===== src/rtl/nerv_dmem_wb_bridge.sv =====
// rtl/nerv_dmem_wb_bridge.sv - NERV data-memory port to single-outstanding classic Wishbone master
// Optional ack timeout with sticky bus_err_o: define NERV_DMEM_BRIDGE_TIMEOUT_EN.
module nerv_dmem_wb_bridge #(
    parameter int ADDR_WIDTH     = 32,
    parameter int DATA_WIDTH     = 32,
    parameter int TIMEOUT_CYCLES = 255
) (
    input  logic                  sys_clk,
    input  logic                  rst_n,
    input  logic                  dmem_valid_i,
    input  logic [ADDR_WIDTH-1:0] dmem_addr_i,
    input  logic [3:0]            dmem_wstrb_i,
    input  logic [DATA_WIDTH-1:0] dmem_wdata_i,
    output logic [DATA_WIDTH-1:0] dmem_rdata_o,
    output logic                  stall_o,
    output logic                  wb_cyc_o,
    output logic                  wb_stb_o,
    output logic                  wb_we_o,
    output logic [3:0]            wb_sel_o,
    output logic [ADDR_WIDTH-1:0] wb_addr_o,
    output logic [DATA_WIDTH-1:0] wb_data_o,
    input  logic [DATA_WIDTH-1:0] wb_data_i,
    input  logic                  wb_ack_i,
    output logic                  bus_err_o
);

    typedef enum logic [1:0] {
        IDLE = 2'd0,
        BUS  = 2'd1,
        DONE = 2'd2
    } state_t;

    state_t                  state_q, state_d;
    logic                    cyc_q, cyc_d;
    logic                    we_q, we_d;
    logic [3:0]              sel_q, sel_d;
    logic [ADDR_WIDTH-1:0]   addr_q, addr_d;
    logic [DATA_WIDTH-1:0]   wdata_q, wdata_d;
    logic [DATA_WIDTH-1:0]   rdata_q, rdata_d;

    logic [1:0] unused_addr_lsbs;
    assign unused_addr_lsbs = dmem_addr_i[1:0];

`ifdef NERV_DMEM_BRIDGE_TIMEOUT_EN
    localparam logic [15:0] TMO_LAST = 16'(TIMEOUT_CYCLES - 1);

    logic [15:0] tmo_cnt_q, tmo_cnt_d;
    logic        err_q, err_d;
`else
    logic [15:0] unused_timeout;
    assign unused_timeout = 16'(TIMEOUT_CYCLES);
`endif

    always_comb begin
        state_d = state_q;
        cyc_d   = cyc_q;
        we_d    = we_q;
        sel_d   = sel_q;
        addr_d  = addr_q;
        wdata_d = wdata_q;
        rdata_d = rdata_q;
        stall_o = 1'b0;
`ifdef NERV_DMEM_BRIDGE_TIMEOUT_EN
        tmo_cnt_d = tmo_cnt_q;
        err_d     = err_q;
`endif
        case (state_q)
            IDLE: begin
                // Freeze the core in the very cycle it raises the request.
                stall_o = dmem_valid_i;
                if (dmem_valid_i) begin
                    addr_d  = {dmem_addr_i[ADDR_WIDTH-1:2], 2'b00};
                    we_d    = |dmem_wstrb_i;
                    sel_d   = (|dmem_wstrb_i) ? dmem_wstrb_i : 4'hF;
                    wdata_d = dmem_wdata_i;
                    cyc_d   = 1'b1;
                    state_d = BUS;
`ifdef NERV_DMEM_BRIDGE_TIMEOUT_EN
                    tmo_cnt_d = 16'd0;
`endif
                end
            end
            BUS: begin
                stall_o = 1'b1;
                if (wb_ack_i) begin
                    cyc_d   = 1'b0;
                    state_d = DONE;
                    if (!we_q) begin
                        rdata_d = wb_data_i;
                    end
`ifdef NERV_DMEM_BRIDGE_TIMEOUT_EN
                end else if (tmo_cnt_q == TMO_LAST) begin
                    // Abandon a silent slave; the core sees a poison read value.
                    cyc_d   = 1'b0;
                    state_d = DONE;
                    err_d   = 1'b1;
                    if (!we_q) begin
                        rdata_d = DATA_WIDTH'(32'hDEADBEEF);
                    end
                end else begin
                    tmo_cnt_d = tmo_cnt_q + 16'd1;
`endif
                end
            end
            DONE: begin
                state_d = IDLE;
            end
            default: begin
                state_d = IDLE;
                cyc_d   = 1'b0;
            end
        endcase
    end

    always_ff @(posedge sys_clk or negedge rst_n) begin
        if (!rst_n) begin
            state_q <= IDLE;
            cyc_q   <= 1'b0;
            we_q    <= 1'b0;
            sel_q   <= 4'h0;
            addr_q  <= '0;
            wdata_q <= '0;
            rdata_q <= '0;
        end else begin
            state_q <= state_d;
            cyc_q   <= cyc_d;
            we_q    <= we_d;
            sel_q   <= sel_d;
            addr_q  <= addr_d;
            wdata_q <= wdata_d;
            rdata_q <= rdata_d;
        end
    end

`ifdef NERV_DMEM_BRIDGE_TIMEOUT_EN
    always_ff @(posedge sys_clk or negedge rst_n) begin
        if (!rst_n) begin
            tmo_cnt_q <= 16'd0;
            err_q     <= 1'b0;
        end else begin
            tmo_cnt_q <= tmo_cnt_d;
            err_q     <= err_d;
        end
    end

    assign bus_err_o = err_q;
`else
    assign bus_err_o = 1'b0;
`endif

    assign wb_cyc_o     = cyc_q;
    assign wb_stb_o     = cyc_q;
    assign wb_we_o      = we_q;
    assign wb_sel_o     = sel_q;
    assign wb_addr_o    = addr_q;
    assign wb_data_o    = wdata_q;
    assign dmem_rdata_o = rdata_q;

endmodule


===== config.mk =====
export PLATFORM = sky130hd
export DESIGN_NAME = nerv_dmem_wb_bridge
export DESIGN_NICKNAME = d
export VERILOG_FILES = /design/src/rtl/nerv_dmem_wb_bridge.sv
export SDC_FILE = /design/constraint.sdc
export NUM_CORES = 1
export LEC_CHECK = 0
export CORE_ASPECT_RATIO = 1.5
export CORE_MARGIN = 2
export CORE_UTILIZATION = 40
export CTS_CLUSTER_DIAMETER = 60
export DETAILED_ROUTE_END_ITERATION = 7
export PLACE_DENSITY = 0.78
export SLEW_MARGIN = 5
export SYNTH_ARGS = -nofsm -noshare
export SYNTH_HDL_FRONTEND = slang
export SYNTH_SLANG_ARGS = --single-unit

===== constraint.sdc =====
create_clock -name sys_clk -period 2.88 [get_ports sys_clk]
set_clock_uncertainty 0.1 [all_clocks]
set_input_delay 0.288 -clock sys_clk [delete_from_list [all_inputs] [get_ports sys_clk]]
set_output_delay 0.288 -clock sys_clk [all_outputs]
set_load 0.05 [all_outputs]

==> Word level (Yosys, flattened, before mapping) <==
Cells that the tools add are included.
{ "totals": {"regBits": 102, "input_bits": 104, "out_inout_bits": 105} }
{ "op_classes": {"eq_ne": 4, "mux": 8, "bitwise_logic": 2, "reduce_logical": 6} }
{ "ops": {"columns": ["op", "count"], "rows": [
  ["AND reduction 3 bit", 2],
  ["2-to-1 mux 2 bit", 2],
  ["2-to-1 mux 4 bit", 1],
  ["!= test 2 bit (second input constant)", 2],
  ["case mux 2 bit (2 select lines)", 1],
  ["AND reduction 2 bit", 2],
  ["OR reduction 4 bit", 1],
  ["case mux 1 bit (3 select lines)", 1],
  ["equality test 2 x 1 -> 1 bit (second input constant)", 1],
  ["equality test 2 bit (second input constant)", 1],
  ["logical NOT 2 bit", 1],
  ["2-to-1 mux 1 bit", 2],
  ["inverter 1 bit", 2],
  ["case mux 1 bit (2 select lines)", 1]
]} }

==> Longest topological paths before layout <==
Gate-level depths: netlist of run 1.
{ "logic_depth": {"ltp_word": 3, "ltp_mapped": 5} }

==> Worst setup path before layout of run 1 <==
Ideal clock, no wire load.
{ "synth_timing": {"kind": "reg-to-reg", "startpoint": "reg we_q (netlist: wb_we_o)", "endpoint": "reg rdata_q[11] (netlist: dmem_rdata_o[11])", "setup_time_ns": 0.125, "arrival_ns": 1.430, "setup_slack_ns": 1.225, "path_stages_with_launch": 4, "n_path_buf": 1, "cell_sequence": "dfrtp_1 -> nor3_4 -> buf_6 -> mux2_4"} }
{ "synth_between": {"elab_chain_cells": 2} }
{ "synth_lines": {"columns": ["element", "line_no", "text"], "rows": [
  ["start: declaration", "35", "logic we_q, we_d;"],
  ["start signal: assignment", "127", "we_q <= we_d;"],
  ["inverter 1 bit (no source line)", null, null],
  ["AND reduction 3 bit (no source line)", null, null],
  ["end signal: assignment", "131", "rdata_q <= rdata_d;"],
  ["end: declaration", "39", "logic [DATA_WIDTH-1:0] rdata_q, rdata_d;"]
]} }
Every way passes these cells.
A chain may end at the register's enable or synchronous reset.

==> Final worst setup path of run 1 <==
{ "layout_timing": {"startpoint": "reg state_q[1]", "endpoint": "out stall_o"} }
{ "layout_between": {"elab_chain_cells": 2, "elab_cells_between_ends": 3, "cone_classes": "eq/ne (1); mux (1); reduce/logical (1)"} }
{ "layout_lines": {"columns": ["element", "line_no", "text"], "rows": [
  ["start: declaration", "33", "state_t state_q, state_d;"],
  ["start signal: assignment", "125", "state_q <= state_d;"],
  ["equality test 2 x 1 -> 1 bit / logical NOT 2 bit (equally long branches)", "67", "case (state_q)"],
  ["case mux 1 bit (2 select lines) (*)", "67", null],
  ["end: declaration", "15", "output logic stall_o,"]
]} }
Mark *: on every way between the ends. The rest lies on a longest branch, timed or not.

==> summary.txt, run 1 <==
Status
  • Status: completed

Timing
  • Final Cycle Share: 76.8%
  • Fin Hold WS: 401 ps
  • Min Tclk post-route: 2210 ps
  • Peak Freq: 452 MHz
  • Final setup TNS: 0 ps
  • Final setup viols: 0
  • Rel. slew slack: 56.5%
  • Max-slew violations: 0
  • RSZ-0062 raised after global routing: false
  • Worst Tran Pin Value: 652 ps
  • Final Hold Fails: 0

GRT
  • GRT Residual Overflow: 0
  • GRT Overall Usage: 17.0%
  • First-pass GRT wire length: 15000 um
  • Initial antenna violation count: 0
  • Largest net degree at the start of global routing: 53
  • Via count of the first global-routing pass: 3021

Clock tree
  • Post-CTS setup buffers: 0
  • CTS clk-pin slew, worst paths: 60 ps
  • CTS buffer count: 9
  • Clock tree root buffer cell: clkbuf_16
  • CTS tree: built
  • Clk sinks: 102
  • Worst-Skew Late Latency: 330 ps
  • CTS max path bufs: 2
  • H-tree Lvls: 3

Die
  • Core Footprint: 10500 um^2
  • Full die area: 11500 um^2
  • Die span in x: 88.1 um
  • Row Count: 46
  • Initial core utilization: 40.5%
  • I/O pin count: 209
  • Die height: 130 um

Route
  • Final ANT Viol Nets: 0
  • Max Used Layer: met4
  • Met2 WL post-DR: 5210 um
  • Drt total wl: 9900 um
  • First-iteration detailed-routing DRC count: 65
  • Detailed-route via count: 2722
  • Vias per cell: 4.55
  • 1st-pass router iterations: 4
  • M1 WL: 3830 um
  • Met3 wire len: 708 um
  • Routed length per instance: 16.5 um
  • DRC: 0

Logic synthesis
  • Yosys warning total: 0
  • Synth top area share: 60.2%
  • Number of synthesized register bits: 102
  • Synth top area cells: dfrtp_1, mux2_4, mux2_2, buf_12, nor2_1
  • Mapped cell area: 4240 um^2
  • Mean post-synth cell area: 17.4 um^2
  • Synth cell count leaders: dfrtp_1, mux2_4, mux2_2
  • Seq/Total Area, Yosys: 60.2%
  • Cell taking the most area after synthesis: dfrtp_1
  • Synth cell types: 19
  • Gate Count Post-Synth: 243
  • Synth Flop Type: dfrtp_1
  • Count leader, synth: dfrtp_1
  • Number of synthesized flops with an enable pin: 0
  • Ys async rst share: 100%

Layout
  • Share of cells above drive strength 1: 25.6%
  • Layout area overhead: 56.6%
  • Total inserted antenna cells: 0
  • Layout net count: 554

Setup path
  • Arrival time at the worst endpoint: 1820 ps
  • Worst Path Required: 2490 ps
  • Critical path class: flip-flop to output pin
  • Critical R2R Launch: state_q[1]
  • CP max FO: 6
  • CP Depth: 2
  • CP top delay family: buffers and inverters
  • Slowest CP cell: clkdlybuf4s50_1
  • Critical Path End Type: output pin
  • CP Launch Type: flip-flop
  • FF-to-FF path depth: 3
  • Critical path startpoint: state_q[1]
  • Crit-path cells: nor2_1, clkdlybuf4s50_1
  • Slowest stage delay, CP: 830 ps
  • Crit path buf inv count: 1

Placement
  • Hpwl dp: 7250 um
  • Final RePlAce weighted congestion: 0.763
  • IO Port Bufs: 203

Power
  • Lkg Pwr: 2.86 nW
  • PwrDens: 1400 nW/um^2
  • Worst vdd ir: 0.801 mV

Hold path
  • Hold_sp: dmem_rdata_o[5]
  • Cell count of the worst hold path: 1
  • Worst hold-check path type: flip-flop to flip-flop

Flow run
  • Max cap viols: 0
-- layer usage --
layer | up-vias | global-route usage, %
met3 | 12 | 4.55
met2 | 123 | 29.9
met4 | 0 | 6.42
li1 | 1248 | -
met1 | 1339 | 19.4
met5 | - | 0
-- timing repair --
item,in CTS,in global routing
hold endpoints to repair,50,0
gates resized for setup,0,0
hold buffers,1,0
-- state kept, by name, indices dropped and copies added, names as in the netlist --
name	flops
dmem_rdata_o	32
state_q	2
wb_addr_o	30
wb_cyc_o	1
wb_data_o	32
wb_sel_o	4
wb_we_o	1
-- stage by stage --
| step | cell area, um^2 | setup slack (ps) | total power, mW | utilization (%) | cells |
|---|---|---|---|---|---|
| finish | 6640 | 668 | 9.28 | 63.4 | 598 |
| CTS | 6640 | 640 | 9.37 | 63.4 | 598 |
| global placement | 6330 | 697 | 8.04 | 60.5 | 582 |
| detailed placement | 6330 | 673 | 8.13 | 60.5 | 582 |
| global route | 6640 | 582 | 9.65 | 63.4 | 598 |
| floorplan | 4250 | 1230 | 6.33 | - | 245 |
-- worst reg2reg max path, delay by kind of cell (launching register included) --
family,cells,cell delay (ps)
buf+inv,1,300
flops,1,480
simple gates,1,320
mux,1,390
-- cell families after synthesis --
group	synth area share, %
other	0.0885
buffers and inverters	4.87
muxes	31.2
and+or+nand+nor	2.83
AOI/OAI and AO/OA	0.826
DFF	60.2
-- cell type report --
cell class / count / area (um^2)
Sequential cell: 102 / 2550
Fill cell: 835 / 3830
Clock inverter: 2 / 15.0
Inverter: 1 / 3.75
Timing Repair Buffer: 209 / 2110
Tap cell: 144 / 180
Multi-Input combinational cell: 127 / 1490
Clock buffer: 13 / 280
-- cells in the final DEF, fill, tap and decap left out --
master	n
dfrtp_1	102
nor3b_4	1
buf_12	3
clkbuf_16	9
a21oi_1	6
mux2_2	22
conb_1	3
o21ai_0	1
nand2_2	1
nor3_4	1
nor2_1	13
clkdlybuf4s50_1	202
and2_1	1
clkinvlp_4	2
mux2_4	70
nor3_1	4
mux2_1	2
nand2_1	1
dlygate4sd3_1	1
clkbuf_8	4
inv_1	1
buf_4	3
nor4_1	1
-- where the power goes --
part | internal [mW] | switching, mW
clock network | 0.676 | 0.506
logic | 2.20 | 3.35
registers | 2.14 | 0.404
total | 5.02 | 4.25
-- path summary, 6_finish.rpt --
check	endpoint	slack (ps)
worst min-delay path	dmem_rdata_o[5]	400
worst max register to register	wb_data_o[20]	1170
min in group asynchronous	wb_data_o[17]	420
worst min register to register	dmem_rdata_o[5]	400
worst max-delay path	stall_o	670
max in group asynchronous	wb_data_o[25]	1520
No activity file was read; power rests on OpenSTA's default activity.
==> inputs of run 2 (changes only) <==
--- a/config.mk
+++ b/config.mk
@@ -7,10 +7,10 @@
 export LEC_CHECK = 0
 export CORE_ASPECT_RATIO = 1.5
 export CORE_MARGIN = 2
-export CORE_UTILIZATION = 40
+export CORE_UTILIZATION = 37
 export CTS_CLUSTER_DIAMETER = 60
 export DETAILED_ROUTE_END_ITERATION = 7
-export PLACE_DENSITY = 0.78
+export PLACE_DENSITY = 0.75
 export SLEW_MARGIN = 5
 export SYNTH_ARGS = -nofsm -noshare
 export SYNTH_HDL_FRONTEND = slang
==> constraint.sdc (replaced) <==
create_clock -name sys_clk -period 1.87 [get_ports sys_clk]
set_clock_uncertainty 0.1 [all_clocks]
set_input_delay 0.187 -clock sys_clk [delete_from_list [all_inputs] [get_ports sys_clk]]
set_output_delay 0.187 -clock sys_clk [all_outputs]
set_load 0.05 [all_outputs]
==> summary.txt, run 2 (synthesized netlist as in run 1, its figures left out) <==
Power
  • Worst vdd ir: 1.15 mV
  • Lkg Pwr: 2.96 nW
  • PwrDens: 2150 nW/um^2

Timing
  • Worst Tran Pin Value: 565 ps
  • RSZ-0062 raised after global routing: false
  • Rel. slew slack: 62.4%
  • Final Hold Fails: 0
  • Final setup viols: 0
  • Min Tclk post-route: 1820 ps
  • Fin Hold WS: 351 ps
  • Max-slew violations: 0
  • Peak Freq: 549 MHz
  • Final setup TNS: 0 ps
  • Final Cycle Share: 97.4%

Setup path
  • Critical Path End Type: output pin
  • Arrival time at the worst endpoint: 1530 ps
  • Reg2reg end: wb_addr_o[2]
  • Slowest CP cell: clkdlybuf4s50_1
  • CP max FO: 2
  • Crit-path cells: clkdlybuf4s50_1
  • Worst Path Required: 1580 ps
  • FF-to-FF path depth: 4
  • Slowest stage delay, CP: 840 ps
  • Critical path class: flip-flop to output pin
  • CP top delay family: buffers and inverters
  • Crit path buf inv count: 1
  • R2R setup slack: 240 ps
  • Critical R2R Launch: state_q[1]
  • CP Launch Type: flip-flop

Route
  • DRC: 0
  • Drt total wl: 10300 um
  • Final ANT Viol Nets: 0
  • Routed length per instance: 16.8 um
  • 1st-pass router iterations: 4
  • Detailed-route via count: 2784
  • First-iteration detailed-routing DRC count: 44
  • Vias per cell: 4.56

Layout
  • Layout area overhead: 61.0%
  • Share of cells above drive strength 1: 28.4%
  • Most frequent cells in the layout: clkdlybuf4s50_1, dfrtp_1, mux2_4
  • FF+latch area: 2550 um^2
  • Area of the multi-input gates: 1490 um^2
  • Post-route cell area: 6820 um^2
  • Commonest non-fill, non-tap cell in the layout: clkdlybuf4s50_1
  • Filler cells: 861
  • Total inserted antenna cells: 0
  • Layout net count: 563

Die
  • Full die area: 12300 um^2
  • Die height: 135 um
  • Core Footprint: 11100 um^2
  • Row Count: 47
  • Die span in x: 91.4 um
  • I/O pin count: 209
  • Initial core utilization: 38.1%

GRT
  • Largest net degree at the start of global routing: 103
  • Via count of the first global-routing pass: 3140
  • First-pass GRT wire length: 16400 um
  • GRT Overall Usage: 17.0%
  • GRT Residual Overflow: 0
  • Initial antenna violation count: 0

Clock tree
  • Clock tree root buffer cell: clkbuf_16
  • CTS tree: built
  • CTS clk-pin slew, worst paths: 70 ps
  • Post-CTS setup buffers: 0
  • Clk sinks: 102
  • CTS max path bufs: 2
  • CTS buffer count: 9
  • H-tree Lvls: 3
  • Worst-Skew Late Latency: 330 ps

Flow run
  • Max cap viols: 0

Placement
  • Final RePlAce weighted congestion: 0.719
  • Hpwl dp: 7470 um
  • IO Port Bufs: 203
  • Placed instance area: 6480 um^2

Hold path
  • Worst hold-check path type: primary input to async pin

Status
  • Status: completed
[run 2: power breakdown]
part | switching, mW | leakage (nW) | internal (mW)
combinational | 5.19 | 1.59 | 3.52
sequential | 0.635 | 1.21 | 3.30
clock | 0.824 | 0.159 | 1.22
total | 6.64 | 2.96 | 8.04
[run 2: routing by layer]
layer	routed length, um	share of wire [%]	vias to the layer above	global-route usage, %
li1	-	-	1277	-
met4	124	1.2	0	4.97
met2	5440	53	122	29.9
met3	642	6.3	9	4.41
met5	0	0	-	0
met1	4060	40	1376	20.5
[run 2: timing repair]
action | CTS | global route
hold buffers | 1 | 0
gates resized for setup | 1 | 1
endpoints found under the hold margin | 102 | 0
setup endpoints to repair | 1 | 1
[run 2: final cells by class]
| cell class | count | area share [%] |
|---|---|---|
| Sequential cell | 102 | 37.4 |
| Timing Repair Buffer | 218 | 33.1 |
| Multi-Input combinational cell | 127 | 21.9 |
| Clock buffer | 10 | 3.50 |
| Tap cell | 147 | 2.70 |
| Clock inverter | 6 | 1.38 |
| Inverter | 1 | 0.0550 |
[run 2: worst max-delay path by stage]
stage	from	to	slack [ps]	cells past startpoint
floorplan	wb_we_o	dmem_rdata_o[11]	220	3
CTS	wb_cyc_o	wb_stb_o	7	1
finish	wb_addr_o[24]	wb_addr_o[24]	50	1
detailed placement	dmem_valid_i	wb_addr_o[11]	60	5
global placement	dmem_valid_i	wb_addr_o[11]	60	5
global route	wb_addr_o[16]	wb_addr_o[16]	5	1
[run 2: per-stage QoR]
stage	utilization [%]	power [mW]	instances	worst slack, ps
3_3_place_gp	58.3	12.6	594	58.9
3_5_place_dp	58.3	12.7	594	60.3
4_1_cts	61.4	14.8	611	6.54
6_report	61.4	14.7	611	49.3
5_1_grt	61.4	15.3	611	4.76
2_1_floorplan	-	9.75	245	215
